--- config.mk ---
export PLATFORM = sky130hd
export DESIGN_NAME = hazard_ctrl
export DESIGN_NICKNAME = d
export VERILOG_FILES = /design/src/rtl/hazard_ctrl_pkg.sv /design/src/rtl/hazard_sat_cnt.sv /design/src/rtl/hazard_ctrl.sv
export SDC_FILE = /design/constraint.sdc
export NUM_CORES = 1
export LEC_CHECK = 0
export ABC_AREA = 1
export BUFFER_PORTS_ARGS = -buffer_cell sky130_fd_sc_hd__buf_2
export CORE_AREA = 2 2 39 41
export DETAILED_ROUTE_END_ITERATION = 16
export DIE_AREA = 0 0 41 43
export GPL_ROUTABILITY_DRIVEN = 0
export HOLD_SLACK_MARGIN = 0.02
export PLACE_DENSITY_LB_ADDON = 0.3
export SLEW_MARGIN = 20
export SYNTH_ARGS = -nofsm -noshare
export SYNTH_HDL_FRONTEND = slang
export SYNTH_SLANG_ARGS = --single-unit
--- constraint.sdc ---
create_clock -name clk -period 1.6 [get_ports clk]
set_clock_uncertainty 0.05 [all_clocks]
set_input_delay 0.16 -clock clk [delete_from_list [all_inputs] [get_ports clk]]
set_output_delay 0.16 -clock clk [all_outputs]
set_load 0.02 [all_outputs]
--- src/rtl/hazard_ctrl_pkg.sv ---
// Shared types and constants for the pipeline hazard controller.
// Consumed by hazard_ctrl and hazard_sat_cnt.
package hazard_ctrl_pkg;

    typedef enum logic [1:0] {
        ST_RUN,
        ST_DRAIN,
        ST_HALTED
    } hz_state_t;

    localparam int HZ_REG_AW = 4;
    localparam int HZ_CNT_W  = 16;

endpackage

--- src/rtl/hazard_sat_cnt.sv ---
// Saturating up-counter with synchronous clear; clear wins over increment.
module hazard_sat_cnt
    import hazard_ctrl_pkg::*;
#(
    parameter int W = HZ_CNT_W
) (
    input  logic         clk,
    input  logic         rst,
    input  logic         i_inc,
    input  logic         i_clr,
    output logic [W-1:0] o_count
);

    logic [W-1:0] r_count;

    always_ff @(posedge clk) begin
        if (rst || i_clr) begin
            r_count <= '0;
        end else if (i_inc && (r_count != '1)) begin
            r_count <= r_count + 1'b1;
        end
    end

    assign o_count = r_count;

endmodule

--- src/rtl/hazard_ctrl.sv ---
// Hazard controller: load-use stalls, taken-branch flushes and HALT drain.
// Optional performance counters are enabled by defining HAZARD_STATS_EN.
module hazard_ctrl
    import hazard_ctrl_pkg::*;
#(
    parameter int REG_AW       = HZ_REG_AW,
    parameter int DRAIN_CYCLES = 3
) (
    input  logic              clk,
    input  logic              rst,
    input  logic              id_valid,
    input  logic [REG_AW-1:0] id_rs,
    input  logic [REG_AW-1:0] id_rt,
    input  logic              id_uses_rs,
    input  logic              id_uses_rt,
    input  logic              id_halt,
    input  logic              ex_valid,
    input  logic              ex_mem_read,
    input  logic [REG_AW-1:0] ex_rd,
    input  logic              ex_branch_taken,
    output logic              StopPC,
    output logic              Halt,
    output logic              ifid_hold,
    output logic              ifid_flush,
    output logic              idex_bubble
`ifdef HAZARD_STATS_EN
    ,
    input  logic                stat_clr,
    output logic [HZ_CNT_W-1:0] stall_cnt,
    output logic [HZ_CNT_W-1:0] flush_cnt
`endif
);

    localparam int DCW = (DRAIN_CYCLES > 1) ? $clog2(DRAIN_CYCLES) : 1;

    hz_state_t      r_state;
    logic [DCW-1:0] r_drain_cnt;

    logic w_branch;
    logic w_load_use;
    logic w_halt_req;
    logic w_stop;
    logic w_hold;
    logic w_flush;
    logic w_bubble;

    assign w_branch   = ex_valid & ex_branch_taken;
    assign w_load_use = id_valid & ex_valid & ex_mem_read &
                        ((id_uses_rs & (id_rs == ex_rd)) | (id_uses_rt & (id_rt == ex_rd)));
    assign w_halt_req = id_valid & id_halt;

    // Branch outranks load-use, which outranks HALT; a taken branch lets the PC move.
    always_comb begin
        w_stop   = 1'b0;
        w_hold   = 1'b0;
        w_flush  = 1'b0;
        w_bubble = 1'b0;
        case (r_state)
            ST_RUN: begin
                if (w_branch) begin
                    w_flush  = 1'b1;
                    w_bubble = 1'b1;
                end else if (w_load_use || w_halt_req) begin
                    w_stop   = 1'b1;
                    w_hold   = 1'b1;
                    w_bubble = 1'b1;
                end
            end
            default: begin
                w_stop   = 1'b1;
                w_hold   = 1'b1;
                w_bubble = 1'b1;
            end
        endcase
    end

    always_ff @(posedge clk) begin
        if (rst) begin
            r_state     <= ST_RUN;
            r_drain_cnt <= '0;
        end else begin
            case (r_state)
                ST_RUN: begin
                    if (!w_branch && !w_load_use && w_halt_req) begin
                        r_state     <= ST_DRAIN;
                        r_drain_cnt <= DCW'(DRAIN_CYCLES - 1);
                    end
                end
                ST_DRAIN: begin
                    if (r_drain_cnt == '0) begin
                        r_state <= ST_HALTED;
                    end else begin
                        r_drain_cnt <= r_drain_cnt - 1'b1;
                    end
                end
                ST_HALTED: r_state <= ST_HALTED;
                default:   r_state <= ST_RUN;
            endcase
        end
    end

    assign StopPC      = w_stop;
    assign ifid_hold   = w_hold;
    assign ifid_flush  = w_flush;
    assign idex_bubble = w_bubble;
    assign Halt        = (r_state == ST_HALTED);

`ifdef HAZARD_STATS_EN
    logic w_stall_inc;

    // Stalls while parked in HALTED are not counted.
    assign w_stall_inc = w_stop & (r_state != ST_HALTED);

    hazard_sat_cnt #(.W(HZ_CNT_W)) u_stall_cnt (
        .clk     (clk),
        .rst     (rst),
        .i_inc   (w_stall_inc),
        .i_clr   (stat_clr),
        .o_count (stall_cnt)
    );

    hazard_sat_cnt #(.W(HZ_CNT_W)) u_flush_cnt (
        .clk     (clk),
        .rst     (rst),
        .i_inc   (w_flush),
        .i_clr   (stat_clr),
        .o_count (flush_cnt)
    );
`endif

endmodule

==> impl_metrics.xml, run 1 <==
<?xml version="1.0" encoding="UTF-8"?>
<metrics>
  <group name="sta">
    <metric name="fmax" unit="GHz">0.668</metric>
    <metric name="worst_pin_slew" unit="ns">0.215</metric>
    <metric name="finalSetupTns" unit="ns">0</metric>
    <metric name="worst_setup_slack_final" unit="ns">0.104</metric>
    <metric name="drv_slew" unit="">0</metric>
    <metric name="finalCritPeriodShare" unit="%">93.5</metric>
    <metric name="unrepaired_setup_endpoints_after_global_routing" unit="">no</metric>
    <metric name="setup_viol" unit="">0</metric>
    <metric name="slew_headroom" unit="%">85.6</metric>
    <metric name="timing.final.hold_violations" unit="">0</metric>
    <metric name="final_period_minus_worst_setup_slack" unit="ns">1.50</metric>
  </group>
  <group name="logic_synthesis">
    <metric name="yosysTopAreaCell" unit="">nand2_1</metric>
    <metric name="ys_types" unit="">15</metric>
    <metric name="post_synth_main_area_contributors" unit="">nand2_1, dfxtp_1, nor2_1</metric>
    <metric name="ys_seq_elements" unit="">4</metric>
    <metric name="syn_area_per_cell" unit="µm²">5.44</metric>
    <metric name="synth_sequential_area_ratio" unit="%">17.5</metric>
    <metric name="post_synth_inst_count" unit="">84</metric>
    <metric name="yosysWarningCount" unit="">0</metric>
    <metric name="synthesis.area" unit="µm²">457</metric>
    <metric name="synth_fp_nets" unit="">109</metric>
    <metric name="yosysTopAreaCellShare" unit="%">22.2</metric>
  </group>
  <group name="pwr">
    <metric name="reported_leakage_power" unit="nW">0.389</metric>
    <metric name="p_int" unit="mW">0.464</metric>
    <metric name="netSwitchingFraction" unit="%">48.1</metric>
    <metric name="ir_drop" unit="mV">0.641</metric>
    <metric name="seq_power_share" unit="%">19.3</metric>
    <metric name="power_frac_comb" unit="%">67.1</metric>
    <metric name="power_density" unit="nW/µm²">1440</metric>
    <metric name="net-switching-power" unit="mW">0.430</metric>
    <metric name="clockPowerShare" unit="%">13.5</metric>
  </group>
  <group name="clock_tree">
    <metric name="clkSlewWorstSetupHoldPaths" unit="ns">0.03</metric>
    <metric name="clock_root_cell" unit="">clkbuf_4</metric>
    <metric name="cts_max_level" unit="">1</metric>
    <metric name="post-cts-setup-buffers" unit="">0</metric>
    <metric name="cts-buffers-inserted" unit="">3</metric>
    <metric name="clock_path_buffers" unit="">2</metric>
    <metric name="numClockSinks" unit="">4</metric>
    <metric name="cts_tree" unit="">yes</metric>
    <metric name="clock_latency" unit="ns">0.23</metric>
  </group>
  <group name="grt">
    <metric name="pin_count_of_the_biggest_net_entering_global_routing" unit="">5</metric>
    <metric name="grt_antenna_before_repair" unit="">0</metric>
    <metric name="track_usage" unit="%">13.3</metric>
    <metric name="globalRoute.totalOverflow" unit="">0</metric>
    <metric name="via_count_of_the_first_global_routing_pass" unit="">499</metric>
    <metric name="wire_length_of_the_first_global_routing_pass" unit="µm">1610</metric>
  </group>
  <group name="floorplan">
    <metric name="dieWidth" unit="µm">41</metric>
    <metric name="start_util" unit="%">33.0</metric>
    <metric name="die_height" unit="µm">43</metric>
    <metric name="dieArea" unit="µm²">1760</metric>
    <metric name="boundaryPins" unit="">26</metric>
    <metric name="core_region_area" unit="µm²">1380</metric>
    <metric name="std_cell_rows" unit="">14</metric>
  </group>
  <group name="critical_path">
    <metric name="max_stage_delay" unit="ns">0.32</metric>
    <metric name="setup.worst_path.end_class" unit="">output pin</metric>
    <metric name="maximum_fanout_along_the_worst_path" unit="">3</metric>
    <metric name="critical-path-top-cell-by-count" unit="">nor2_1</metric>
    <metric name="start_kind" unit="">flip-flop</metric>
    <metric name="worst_path_max_delay_cell" unit="">dfxtp_1</metric>
    <metric name="worst_ep_arrival_time" unit="ns">1.29</metric>
    <metric name="crit_required" unit="ns">1.39</metric>
    <metric name="timing.critical_path.cells" unit="">inv_1 &gt; ha_1 &gt; inv_2 &gt; nor2_1 &gt; nor2_1 &gt; buf_4</metric>
    <metric name="r2r_slack" unit="ns">0.20</metric>
    <metric name="timing_worst_setup_path_type" unit="">reg -&gt; out</metric>
  </group>
  <group name="cells_and_area">
    <metric name="area_growth" unit="%">36.2</metric>
    <metric name="antennaDiodeCount" unit="">0</metric>
    <metric name="final_layout_size_suffix_gt1_share" unit="%">31.5</metric>
    <metric name="most-common-layout-cells" unit="">nand2_1, buf_2, nor2_1, inv_1</metric>
    <metric name="design.final.nets" unit="">138</metric>
    <metric name="most_common_cell_after_layout_fill_and_taps_aside" unit="">nand2_1</metric>
    <metric name="final_core_utilization" unit="%">44.9</metric>
  </group>
  <group name="route">
    <metric name="met3_wirelength" unit="µm">71</metric>
    <metric name="met2_wirelength" unit="µm">452</metric>
    <metric name="drtIter0Drc" unit="">8</metric>
    <metric name="drtPass1Iterations" unit="">4</metric>
    <metric name="detail_route.drc_violations" unit="">0</metric>
    <metric name="m1WireLength" unit="µm">399</metric>
    <metric name="routed_wl" unit="µm">939</metric>
    <metric name="number_of_vias_after_detailed_routing" unit="">549</metric>
    <metric name="ant_nets" unit="">0</metric>
    <metric name="highest-signal-layer" unit="">met4</metric>
    <metric name="average_wire_per_cell_in_the_routed_design" unit="µm">7.39</metric>
    <metric name="routed_via_density" unit="">4.32</metric>
  </group>
  <group name="outcome">
    <metric name="run_status" unit="">complete, no violations</metric>
  </group>
  <group name="placed_design">
    <metric name="placement.io_buffers" unit="">25</metric>
    <metric name="dp_slack" unit="ns">0.180</metric>
    <metric name="hpwlAfterDp" unit="µm">818</metric>
  </group>
  <group name="hold_path">
    <metric name="hold_class" unit="">in -&gt; reg</metric>
  </group>
  <group name="run">
    <metric name="drv_cap" unit="">0</metric>
  </group>
</metrics>
[worst max-delay path, delay by kind of cell (launching register included)]
family / cells / cell delay, ns
adder cells (fa/ha/maj): 1 / 0.24
flip-flops: 1 / 0.32
AND/OR/NAND/NOR: 2 / 0.19
buffers and inverters: 3 / 0.31
[sequential cells by signal, indices dropped and copies added, names as in the netlist]
name and cells:
r_state 2, r_drain_cnt 2
[final timing paths]
kind / start / to / depth (start not counted)
min reg2reg: r_drain_cnt[1] / r_drain_cnt[1] / 2
max: r_state[0] / ifid_hold / 6
min: rst / r_state[1] / 4
max reg2reg: r_state[1] / r_drain_cnt[0] / 9
[power groups by stage]
stage / combinational (mW) / clock, mW / sequential [mW]
after CTS: 0.578 / 0.129 / 0.173
after global routing: 0.688 / 0.133 / 0.179
after detailed placement: 0.573 / 0 / 0.175
final: 0.600 / 0.121 / 0.173
after global placement: 0.565 / 0 / 0.177
after floorplan: 0.454 / 0 / 0.170
[cells in the mapped netlist, drive strengths merged]
master,n
dfxtp,4
buf,1
nor2,18
nand2,30
inv,16
xnor2,2
o21ai,2
a21oi,3
ha,4
and3,1
nand3b,1
nand3,2
[metrics by stage]
step	total power, mW	std cells	area (µm²)	hold WS [ns]
2_1_floorplan	0.625	84	457	0.286
3_3_place_gp	0.742	124	594	0.397
3_5_place_dp	0.748	124	594	0.402
4_1_cts	0.880	127	617	0.154
5_1_grt	1.00	127	622	0.174
6_report	0.893	127	622	0.167
[what timing repair did]
item | in CTS | in global routing
hold buffers | 0 | 0
gates resized for setup | 0 | 4
endpoints found under the setup margin | 0 | 3
[area by class of cell]
class                   instances  area (µm²)
repair buffers                 25         130
clock buffers                   3        22.5
well taps                      16        20.0
multi-input cells              63         309
inverters                      16        60.1
flip-flops and latches          4        80.1
fillers                       152         762
[cells by family after synthesis]
logic type                 synth area share, %
AOI/OAI and AO/OA                         5.48
xor gates and xnor gates                  3.84
adders and majority gates                 11.0
buffers and inverters                     14.8
DFF                                       17.5
and+or+nand+nor                           47.4
[routing by layer]
metal / up-vias / GRT usage [%]
li1: 307 / -
met1: 223 / 13.8
met2: 17 / 21.6
met3: 2 / 3.14
met4: 0 / 10.0
met5: - / 0
No activity file was read; power rests on OpenSTA's default activity.
==> run 2: changes to the inputs <==
==> constraint.sdc (replaced) <==
create_clock -name clk -period 1.6 [get_ports clk]
set_clock_uncertainty 0.05 [all_clocks]
set_input_delay 0.24 -clock clk [delete_from_list [all_inputs] [get_ports clk]]
set_output_delay 0.24 -clock clk [all_outputs]
set_load 0.02 [all_outputs]
==> impl_metrics.xml, run 2 (synthesis gave the netlist of run 1 again) <==
<?xml version="1.0" encoding="UTF-8"?>
<metrics>
  <group name="cells_and_area">
    <metric name="registers_with_the_highest_flip_flop_counts" unit="">r_drain_cnt: 2 flops, r_state: 2 flops</metric>
    <metric name="most_common_cell_after_layout_fill_and_taps_aside" unit="">nand2_1</metric>
    <metric name="most-common-layout-cells" unit="">nand2_1, buf_2, inv_1, nor2_1, nor2_2</metric>
    <metric name="final_layout_size_suffix_gt1_share" unit="%">39.6</metric>
    <metric name="design.final.nets" unit="">138</metric>
    <metric name="layout.area.seq" unit="µm²">80.1</metric>
    <metric name="nFillCells" unit="">145</metric>
    <metric name="multi_input_comb_area" unit="µm²">332</metric>
    <metric name="antennaDiodeCount" unit="">0</metric>
    <metric name="final_core_utilization" unit="%">48.7</metric>
    <metric name="area_growth" unit="%">47.7</metric>
    <metric name="final_cell_count_no_fill" unit="">127</metric>
  </group>
  <group name="critical_path">
    <metric name="timing_worst_setup_path_type" unit="">reg -&gt; out</metric>
    <metric name="worst_ep_arrival_time" unit="ns">1.23</metric>
    <metric name="ff2ff_path_depth" unit="">9</metric>
    <metric name="timing.critical_path.cells" unit="">inv_2 &gt; ha_2 &gt; inv_2 &gt; nor2_2 &gt; nor2_2 &gt; buf_6</metric>
    <metric name="r2r_slack" unit="ns">0.19</metric>
    <metric name="setup.worst_path.end_class" unit="">output pin</metric>
    <metric name="maximum_fanout_along_the_worst_path" unit="">3</metric>
    <metric name="worst_setup_path_endpoint" unit="">StopPC</metric>
    <metric name="start_kind" unit="">flip-flop</metric>
    <metric name="crit_required" unit="ns">1.31</metric>
    <metric name="worst_path_max_delay_cell" unit="">dfxtp_1</metric>
    <metric name="r2r_start" unit="">r_state[1]</metric>
    <metric name="max_stage_delay" unit="ns">0.34</metric>
    <metric name="crit_path_start" unit="">r_state[0]</metric>
    <metric name="timing.rr.end" unit="">r_drain_cnt[0]</metric>
  </group>
  <group name="route">
    <metric name="highest-signal-layer" unit="">met4</metric>
    <metric name="routed_via_density" unit="">4.31</metric>
    <metric name="routed_wl" unit="µm">1060</metric>
    <metric name="drtIter0Drc" unit="">7</metric>
    <metric name="number_of_vias_after_detailed_routing" unit="">548</metric>
    <metric name="detail_route.drc_violations" unit="">0</metric>
    <metric name="average_wire_per_cell_in_the_routed_design" unit="µm">8.33</metric>
    <metric name="drtPass1Iterations" unit="">4</metric>
    <metric name="met2_wirelength" unit="µm">511</metric>
    <metric name="met3_wirelength" unit="µm">91</metric>
    <metric name="m1WireLength" unit="µm">437</metric>
    <metric name="ant_nets" unit="">0</metric>
  </group>
  <group name="floorplan">
    <metric name="boundaryPins" unit="">26</metric>
    <metric name="die_height" unit="µm">43</metric>
    <metric name="core_region_area" unit="µm²">1380</metric>
    <metric name="std_cell_rows" unit="">14</metric>
    <metric name="dieArea" unit="µm²">1760</metric>
    <metric name="start_util" unit="%">33.0</metric>
    <metric name="dieWidth" unit="µm">41</metric>
  </group>
  <group name="clock_tree">
    <metric name="clock_path_buffers" unit="">2</metric>
    <metric name="post-cts-setup-buffers" unit="">0</metric>
    <metric name="cts_max_level" unit="">1</metric>
    <metric name="cts-buffers-inserted" unit="">3</metric>
    <metric name="numClockSinks" unit="">4</metric>
    <metric name="clkSlewWorstSetupHoldPaths" unit="ns">0.04</metric>
    <metric name="clock_root_cell" unit="">clkbuf_4</metric>
    <metric name="clock_latency" unit="ns">0.23</metric>
    <metric name="cts_tree" unit="">yes</metric>
  </group>
  <group name="sta">
    <metric name="unrepaired_setup_endpoints_after_global_routing" unit="">yes</metric>
    <metric name="slew_headroom" unit="%">76.6</metric>
    <metric name="setup_viol" unit="">0</metric>
    <metric name="fmax" unit="GHz">0.659</metric>
    <metric name="post_route_worst_hold_slack" unit="ns">0.242</metric>
    <metric name="finalCritPeriodShare" unit="%">94.8</metric>
    <metric name="worst_setup_slack_final" unit="ns">0.0827</metric>
    <metric name="finalSetupTns" unit="ns">0</metric>
    <metric name="worst_pin_slew" unit="ns">0.348</metric>
    <metric name="timing.final.hold_violations" unit="">0</metric>
    <metric name="drv_slew" unit="">0</metric>
    <metric name="final_period_minus_worst_setup_slack" unit="ns">1.52</metric>
  </group>
  <group name="hold_path">
    <metric name="min_path_cells" unit="">4</metric>
    <metric name="hold_class" unit="">in -&gt; reg</metric>
  </group>
  <group name="pwr">
    <metric name="ir_drop" unit="mV">0.801</metric>
    <metric name="power_density" unit="nW/µm²">1420</metric>
    <metric name="reported_leakage_power" unit="nW">0.400</metric>
  </group>
  <group name="grt">
    <metric name="pin_count_of_the_biggest_net_entering_global_routing" unit="">5</metric>
    <metric name="track_usage" unit="%">13.2</metric>
    <metric name="grt_antenna_before_repair" unit="">0</metric>
    <metric name="wire_length_of_the_first_global_routing_pass" unit="µm">1590</metric>
    <metric name="via_count_of_the_first_global_routing_pass" unit="">492</metric>
    <metric name="globalRoute.totalOverflow" unit="">0</metric>
  </group>
  <group name="placed_design">
    <metric name="dp_slack" unit="ns">0.136</metric>
    <metric name="place.detailed.instances" unit="">124</metric>
    <metric name="hpwlAfterDp" unit="µm">882</metric>
    <metric name="placement.io_buffers" unit="">25</metric>
  </group>
  <group name="outcome">
    <metric name="run_status" unit="">complete, no violations</metric>
  </group>
  <group name="run">
    <metric name="drv_cap" unit="">0</metric>
  </group>
</metrics>
-- run 2: layout make-up --
cell class,instances,share of cell area (%)
Inverter,16,8.91
Tap cell,16,2.97
Multi-Input combinational cell,63,49.2
Timing Repair Buffer,25,23.7
Sequential cell,4,11.9
Clock buffer,3,3.34
-- run 2: how the worst min path moves through the flow --
| stage | from | end | slack [ns] |
|---|---|---|---|
| after floorplan | rst | r_state[1] | 0.37 |
| after global placement | r_drain_cnt[1] | r_drain_cnt[1] | 0.42 |
| after detailed placement | r_drain_cnt[1] | r_drain_cnt[1] | 0.43 |
| after CTS | rst | r_state[1] | 0.24 |
| after global routing | rst | r_state[1] | 0.27 |
| final | rst | r_state[1] | 0.24 |
-- run 2: critical path, delay by kind of cell, from the launching register on --
family | cells | cell delay (ns)
DFF | 1 | 0.34
buffers and inverters | 3 | 0.28
and+or+nand+nor | 2 | 0.20
adders and majority gates | 1 | 0.19
-- run 2: power by group --
part           internal [mW]  switching (mW)
logic                  0.263           0.392
clock network         0.0836          0.0373
registers              0.151          0.0291
total                  0.497           0.458
-- run 2: layer usage --
layer / up-vias / track usage, %
met5: - / 0
met4: 0 / 8.00
met3: 2 / 3.14
met2: 20 / 23.1
met1: 222 / 12.5
li1: 304 / -
-- run 2: stage by stage --
stage / area [µm²] / power [mW]
CTS: 629 / 0.926
global placement: 599 / 0.745
global route: 674 / 1.06
floorplan: 462 / 0.636
finish: 674 / 0.956
detailed placement: 599 / 0.765
-- run 2: what timing repair did --
action,in CTS,in global routing
hold buffers,0,0
pin swaps,0,11
hold endpoints to repair,0,0
cloned,0,0
gates resized for setup,4,14
setup endpoints to repair,3,4
